==> config.mk <==
export PLATFORM = sky130hd
export DESIGN_NAME = pipeline_if_ifid
export DESIGN_NICKNAME = d
export VERILOG_FILES = /design/src/rtl/pipeline_if_ifid_pkg.sv /design/src/rtl/pipeline_if_ifid_if_id_reg.sv /design/src/rtl/pipeline_if_ifid.sv
export SDC_FILE = /design/constraint.sdc
export NUM_CORES = 1
export LEC_CHECK = 0
export BUFFER_PORTS_ARGS = -buffer_cell sky130_fd_sc_hd__buf_4
export CORE_UTILIZATION = 45
export DETAILED_ROUTE_END_ITERATION = 6
export PLACE_DENSITY = 0.69
export SKIP_LAST_GASP = 1
export SYNTH_ARGS = -nofsm -noshare
export SYNTH_HDL_FRONTEND = slang
export SYNTH_SLANG_ARGS = --single-unit
==> constraint.sdc <==
create_clock -name clk_IF -period 2.1 [get_ports clk_IF]
set_input_delay 0.42 -clock clk_IF [delete_from_list [all_inputs] [get_ports clk_IF]]
set_output_delay 0.42 -clock clk_IF [all_outputs]
set_load 0.02 [all_outputs]
==> src/rtl/pipeline_if_ifid_pkg.sv <==
// Shared constants and state encoding for the instruction-fetch stage.
package pipeline_if_ifid_pkg;

   localparam logic [31:0] RESET_PC = 32'h0000_0000;
   localparam logic [31:0] NOP_INST = 32'h0000_0013;

   typedef enum logic [1:0] {
      IF_IDLE  = 2'd0,
      IF_FETCH = 2'd1,
      IF_HOLD  = 2'd2,
      IF_DRAIN = 2'd3
   } if_state_e;

endpackage

==> src/rtl/pipeline_if_ifid_if_id_reg.sv <==
// IF/ID pipeline register: load wins over bubble, otherwise hold.
module if_id_reg #(
   parameter logic [31:0] NOP_INST = pipeline_if_ifid_pkg::NOP_INST
) (
   input  logic        clk,
   input  logic        rst_n,
   input  logic        load,
   input  logic        bubble,
   input  logic [31:0] pc_in,
   input  logic [31:0] inst_in,
   output logic [31:0] pc_out,
   output logic [31:0] inst_out,
   output logic        valid_out
);

   logic [31:0] pc_q, pc_d;
   logic [31:0] inst_q, inst_d;
   logic        valid_q, valid_d;

   always_comb begin
      pc_d    = pc_q;
      inst_d  = inst_q;
      valid_d = valid_q;
      if (load) begin
         pc_d    = pc_in;
         inst_d  = inst_in;
         valid_d = 1'b1;
      end else if (bubble) begin
         pc_d    = 32'd0;
         inst_d  = NOP_INST;
         valid_d = 1'b0;
      end
   end

   always_ff @(posedge clk or negedge rst_n) begin
      if (!rst_n) begin
         pc_q    <= 32'd0;
         inst_q  <= NOP_INST;
         valid_q <= 1'b0;
      end else begin
         pc_q    <= pc_d;
         inst_q  <= inst_d;
         valid_q <= valid_d;
      end
   end

   assign pc_out    = pc_q;
   assign inst_out  = inst_q;
   assign valid_out = valid_q;

endmodule

==> src/rtl/pipeline_if_ifid.sv <==
// Fetch stage: PC, fetch FSM, stall buffer and redirect target feeding IF/ID.
module pipeline_if_ifid #(
   parameter logic [31:0] RESET_PC = pipeline_if_ifid_pkg::RESET_PC,
   parameter logic [31:0] NOP_INST = pipeline_if_ifid_pkg::NOP_INST
) (
   input  logic        clk_IF,
   input  logic        rst_IF,
   input  logic        stall_IF,
   input  logic        flush_IF,
   input  logic [31:0] PC_target_IF,
   input  logic [31:0] imem_rdata,
   input  logic        imem_ready,
   output logic        imem_req,
   output logic [31:0] imem_addr,
   output logic [31:0] PC_out_IFID,
   output logic [31:0] Inst_out_IFID,
   output logic        Valid_IFID
);

   import pipeline_if_ifid_pkg::*;

   if_state_e   state_q, state_d;
   logic [31:0] pc_q, pc_d;
   logic [31:0] buf_q, buf_d;
   logic [31:0] buf_pc_q, buf_pc_d;
   logic [31:0] tgt_q, tgt_d;
   logic        req_q, req_d;

   logic        ld, bub;
   logic [31:0] ld_pc, ld_inst;

   always_comb begin
      state_d  = state_q;
      pc_d     = pc_q;
      buf_d    = buf_q;
      buf_pc_d = buf_pc_q;
      tgt_d    = tgt_q;
      ld       = 1'b0;
      bub      = 1'b0;
      ld_pc    = buf_pc_q;
      ld_inst  = buf_q;
      unique case (state_q)
         IF_IDLE: state_d = IF_FETCH;
         IF_FETCH: begin
            if (flush_IF) begin
               bub = 1'b1;
               if (imem_ready) begin
                  pc_d = PC_target_IF;
               end else begin
                  tgt_d   = PC_target_IF;
                  state_d = IF_DRAIN;
               end
            end else if (stall_IF) begin
               if (imem_ready) begin
                  buf_d    = imem_rdata;
                  buf_pc_d = pc_q;
                  pc_d     = pc_q + 32'd4;
                  state_d  = IF_HOLD;
               end
            end else if (imem_ready) begin
               ld      = 1'b1;
               ld_pc   = pc_q;
               ld_inst = imem_rdata;
               pc_d    = pc_q + 32'd4;
            end else begin
               bub = 1'b1;
            end
         end
         IF_HOLD: begin
            if (flush_IF) begin
               pc_d    = PC_target_IF;
               bub     = 1'b1;
               state_d = IF_FETCH;
            end else if (!stall_IF) begin
               ld      = 1'b1;
               state_d = IF_FETCH;
            end
         end
         IF_DRAIN: begin
            // Old address stays on the bus until memory answers
            bub = 1'b1;
            if (flush_IF) tgt_d = PC_target_IF;
            if (imem_ready) begin
               pc_d    = flush_IF ? PC_target_IF : tgt_q;
               state_d = IF_FETCH;
            end
         end
         default: state_d = IF_IDLE;
      endcase
      req_d = (state_d == IF_FETCH) || (state_d == IF_DRAIN);
   end

   always_ff @(posedge clk_IF or negedge rst_IF) begin
      if (!rst_IF) begin
         state_q  <= IF_IDLE;
         pc_q     <= RESET_PC;
         buf_q    <= 32'd0;
         buf_pc_q <= 32'd0;
         tgt_q    <= 32'd0;
         req_q    <= 1'b0;
      end else begin
         state_q  <= state_d;
         pc_q     <= pc_d;
         buf_q    <= buf_d;
         buf_pc_q <= buf_pc_d;
         tgt_q    <= tgt_d;
         req_q    <= req_d;
      end
   end

   assign imem_req  = req_q;
   assign imem_addr = pc_q;

   if_id_reg #(
      .NOP_INST (NOP_INST)
   ) u_if_id_reg (
      .clk       (clk_IF),
      .rst_n     (rst_IF),
      .load      (ld),
      .bubble    (bub),
      .pc_in     (ld_pc),
      .inst_in   (ld_inst),
      .pc_out    (PC_out_IFID),
      .inst_out  (Inst_out_IFID),
      .valid_out (Valid_IFID)
   );

endmodule

# Word level (Yosys, flattened, before mapping)
# Index checks and enable logic that the tools add are counted.
# word_totals
register_bits,196
wordCells,72
# op_classes
addsub,1
n_eq_ne,10
n_mux,43
bitwise,1
n_reduce_logical,8
# ops
op,count
$mux W32,20
$pmux W32 S3,1
$pmux W32 S2,1
$add A32 B3 Y32 const B,1
$mux W2,7
$mux W1,11
$ne A2 B2 Y1 const B,5
$pmux W2 S4,1
$eq A2 B2 Y1 const B,3
$reduce_and A3 Y1,2
$eq A2 B1 Y1 const B,2
$reduce_and A4 Y1,1
$reduce_bool A2 Y1,2
$pmux W1 S3,1
$reduce_bool A3 Y1,1
$logic_not A2 Y1,1
$pmux W1 S2,1
$logic_or A1 B1 Y1,1
$not A1 Y1,1

# Logic depth before layout (Yosys ltp)
# logic_depth
ltp_word,6
depth_mapped,10

# Modules after synthesis
# From an unflattened synthesis, not the netlist that was laid out.
# hier_totals
cells_unflattened,771
hier_area_um2,9386.5
# by_module_without_submodules
mod,instances,cells_per_inst,area_per_inst_um2
pipeline_if_ifid,1,619,7028.0
if_id_reg,1,152,2358.5

# Worst setup path before layout
# OpenSTA, ideal clock, no wires.
# synth_timing
path_kind,register to register
from,register state_q[0]
to,"register pc_q[11], in the netlist imem_addr[11]"
setup_ns,0.087
arrival_ns,2.336
required_ns,2.013
slack_ns,-0.322
path_stages_with_launch,11
path_buffers,3
period_less_slack_ns,2.422
path_cell_list,dfrtp_1 -> inv_1 -> ha_1 -> clkbuf_1 -> or2_2 -> clkbuf_1 -> or4_1 -> clkbuf_1 -> nor4_1 -> a21oi_1 -> o211ai_1
# synth_between
elab_chain_cells,3
word_cells_on_any_way,9
cone_classes,eq/ne (6); mux (1); reduce/logical (2)
# synth_lines
element,line,source
start: declaration,pipeline_if_ifid.sv:22,"if_state_e state_q, state_d;"
start signal: assignment,pipeline_if_ifid.sv:102,state_q <= state_d;
$eq A2 B1 Y1 / $eq A2 B2 Y1 (equally long branches),pipeline_if_ifid.sv:42,unique case (state_q)
$ne A2 B2 Y1 (no source line) / $reduce_bool A3 Y1 (equally long branches),--,
$reduce_and A4 Y1 (no source line),--,
end signal: assignment,pipeline_if_ifid.sv:103,pc_q <= pc_d;
end: declaration,pipeline_if_ifid.sv:23,"logic [31:0] pc_q, pc_d;"
# Parallel ways exist; a longest one is shown, timed or not.
# A chain may end at the register's enable or synchronous reset.

# Worst setup path in the final report
# layout_timing
from,register state_q[1]
to,"register pc_q[15], in the netlist imem_addr[15]"
# The elaborated chain is that of the path after synthesis.

==> results.py <==
metrics = {
    "floorplan": {
        "core_area_sq_um": 20400,
        "die_area_sq_um": 21400,
        "initial_utilization_pct": 46.1,
        "boundaryPins": 167,
        "die_h_um": 146,
        "dieWidth_um": 146,
        "rows": 52,
    },
    "cells_and_area": {
        "antenna_cells": 0,
        "syn2layout_area_growth_pct": 31.7,
        "finalNetCount": 1058,
        "drive_above_1_share_pct": 44.2,
    },
    "grt": {
        "grt_pass1_vias": 7042,
        "grt_remaining_overflow": 0,
        "antenna_found_initial": 0,
        "grt_pass1_wl_mm": 39.3,
        "grt_max_degree": 113,
        "track_usage_pct": 23.3,
    },
    "timing": {
        "fmax_mhz": 491,
        "finalClockSkew_ns": 0.0137,
        "min_period_ns": 2.04,
        "rsz0062_at_grt": "yes",
        "maxSlewViolCount": 0,
        "tightest_slew_ns": 0.715,
        "final.period_utilization_pct": 97.0,
        "maxSlewHeadroom_pct": 52.3,
        "setup_ws_ns": 0.0631,
        "setup_violations": 0,
        "hold_viol": 0,
    },
    "clock_network": {
        "clock_latency_ns": 0.45,
        "htree_levels": 4,
        "numClockSinks": 195,
        "cts.path.max_buffers": 2,
        "cts_buffers": 17,
        "tritoncts": "built",
        "clockRootBuffer": "clkbuf_16",
        "cts.clk_slew.worst_paths_ns": 0.08,
    },
    "setup_path": {
        "endpoint_kind": "register",
        "critPathMaxFanout": 6,
        "cp_data_arrival_time_ns": 2.38,
        "regToRegSetupSlack_ns": 0.06,
        "critPathRequiredTime_ns": 2.44,
        "critPathKind": "register to register",
        "startpoint_type": "register",
    },
    "route": {
        "drtPass1Iterations": 5,
        "postRouteAntennaNets": 0,
        "wirelength_mm": 24.4,
        "drtIter0Drc": 576,
        "drcViolationCount": 0,
        "viasPerCell": 5.66,
        "wl_per_cell_um": 19.3,
        "num_vias": 7176,
    },
    "synthesis": {
        "ys_seq_area_share_pct": 52.0,
        "synth.distinct_cells": 63,
        "synthesis.area_sq_um": 9390,
        "syn_inst": 787,
        "ys_ff_latch": 195,
        "ys_warn_count": 0,
        "synth_edf_count": 0,
        "syn_area_per_cell_sq_um": 11.9,
        "ys.flop_type": "dfrtp_1",
        "async_reset_ff_share_pct": 100,
        "synth_nets": 861,
    },
    "place": {
        "hpwl_mm": 16.8,
        "dp_slack_ns": -0.0959,
        "routabilityCongestion": 0.855,
        "port_buffers": 166,
    },
    "pwr": {
        "leakagePower_uw": 0.00537,
        "totalPowerFinal_uw": 18600,
        "ir_drop_v": 0.000843,
        "power_density_nw_per_um2": 1500,
    },
    "min_path": {
        "holdCritPathClass": "input port to register",
    },
    "flow_run": {
        "cap_violations": 0,
    },
    "run_status": {
        "outcome": "completed",
    },
}
[synth_stat cells (4+ instances only)]
| master | number | area (sq um) |
|---|---|---|
| a21oi_1 | 25 | 125 |
| a221oi_1 | 13 | 114 |
| a22o_1 | 8 | 70.1 |
| a22oi_1 | 15 | 113 |
| buf_1 | 13 | 48.8 |
| buf_2 | 14 | 70.1 |
| clkbuf_1 | 29 | 109 |
| dfrtp_1 | 192 | 4800 |
| ha_1 | 5 | 62.6 |
| inv_1 | 14 | 52.6 |
| mux2_2 | 102 | 1150 |
| mux2i_1 | 65 | 651 |
| nand2_1 | 32 | 120 |
| nand3_1 | 8 | 40.0 |
| nand4_1 | 6 | 37.5 |
| nor2_1 | 31 | 116 |
| nor2b_1 | 8 | 50.1 |
| nor3_1 | 11 | 55.1 |
| nor4_1 | 8 | 50.1 |
| o21ai_0 | 42 | 210 |
| o2bb2ai_1 | 71 | 622 |
| o31ai_1 | 4 | 30.0 |
| xnor2_1 | 9 | 78.8 |
| xor2_1 | 5 | 43.8 |
[cells in the final DEF, fill, tap and decap left out, drive strengths merged, types with 3 or more instances in the layout]
cell type and n:
a211oi 3, a21oi 25, a221o 3, a221oi 13, a22o 8, a22oi 15
and3 4, and4 3, buf 239, clkbuf 21, clkinv 5, dfrtp 192
dfstp 3, ha 5, inv 22, mux2 102, mux2i 65, nand2 32
nand3 9, nand4 7, nor2 31, nor2b 8, nor3 11, nor4 10
o21ai 43, o2bb2ai 71, o31ai 4, or4 3, xnor2 9, xor2 5
[final cells by class]
class	count	area, sq um
inverters	14	52.6
well taps	270	338
clock inverters	14	156
multi-input cells	513	4460
fillers	1701	8010
flip-flops and latches	195	4880
repair buffers	243	2030
clock buffers	18	439
[cell families after synthesis]
logic type | count (synthesis) | synth area share (%)
and+or+nand+nor | 132 | 7.69
xor gates and xnor gates | 14 | 1.31
adders and majority gates | 5 | 0.666
muxes | 167 | 19.2
buffers and inverters | 79 | 4.00
DFF | 195 | 52.0
AOI/OAI and AO/OA | 195 | 15.2
[power breakdown]
part	switching [uW]	internal, uW	total, uW
combinational	4540	4210	8740
sequential	1100	5500	6600
clock	1630	1630	3260
total	7260	11300	18600
[critical path, cell delays in order, from the launching register on]
cell and delay (ns):
dfrtp_1 0.38, buf_4 0.16, ha_2 0.18, buf_4 0.16, nor2_1 0.18, nor4bb_4 0.44, buf_4 0.20, a22oi_1 0.12
o311ai_1 0.11
[state kept, by name, summed over array words and instances (netlist names)]
| register | cells |
|---|---|
| u_if_id_reg.pc_out | 32 |
| buf_pc_q | 32 |
| u_if_id_reg.inst_out | 32 |
| imem_addr | 32 |
| u_if_id_reg.valid_out | 1 |
| state_q | 2 |
| tgt_q | 32 |
| buf_q | 32 |
[final timing paths]
kind / from / end / cells past startpoint
max: state_q[1]$_DFF_PN0_ / imem_addr[15]$_DFFE_PN0P_ / 8
min: imem_rdata[13] / buf_q[13]$_DFFE_PN0P_ / 2
max reg2reg: state_q[1]$_DFF_PN0_ / imem_addr[15]$_DFFE_PN0P_ / 8
min reg2reg: u_if_id_reg.inst_out[4]$_DFFE_PN1P_ / u_if_id_reg.inst_out[4]$_DFFE_PN1P_ / 2
max in group asynchronous: rst_IF / state_q[0]$_DFF_PN0_ / 3
min in group asynchronous: rst_IF / u_if_id_reg.pc_out[26]$_DFFE_PN0P_ / 2
[per-layer routing]
metal | share of wire (%) | vias up | GRT usage [%]
met5 | 0 | - | 0
met4 | 1.6 | 0 | 5.89
met3 | 3.7 | 30 | 4.16
met2 | 48 | 188 | 37.1
met1 | 47 | 3640 | 33.0
li1 | - | 3318 | -
[per-stage QoR]
step / setup TNS, ns / hold WS (ns) / instances / utilization (%) / area (sq um)
after floorplan: -3.72 / 0.124 / 787 / - / 9710
after global placement: -0.0641 / 0.238 / 1228 / 56.8 / 11600
after detailed placement: -1.83 / 0.236 / 1228 / 56.8 / 11600
after CTS: 0 / 0.194 / 1261 / 59.9 / 12200
after global routing: -0.221 / 0.196 / 1267 / 60.7 / 12400
final: 0 / 0.208 / 1267 / 60.7 / 12400
[timing repair]
action                     in CTS  in global routing
gates resized for setup         5                 14
hold endpoints to repair        1                  0
buffers inserted                0                  3
setup endpoints to repair      67                105
hold buffers                    1                  0
gates cloned                    0                  3
pin swaps                       0                  2
Note: power is estimated with default switching activity, not from simulation.
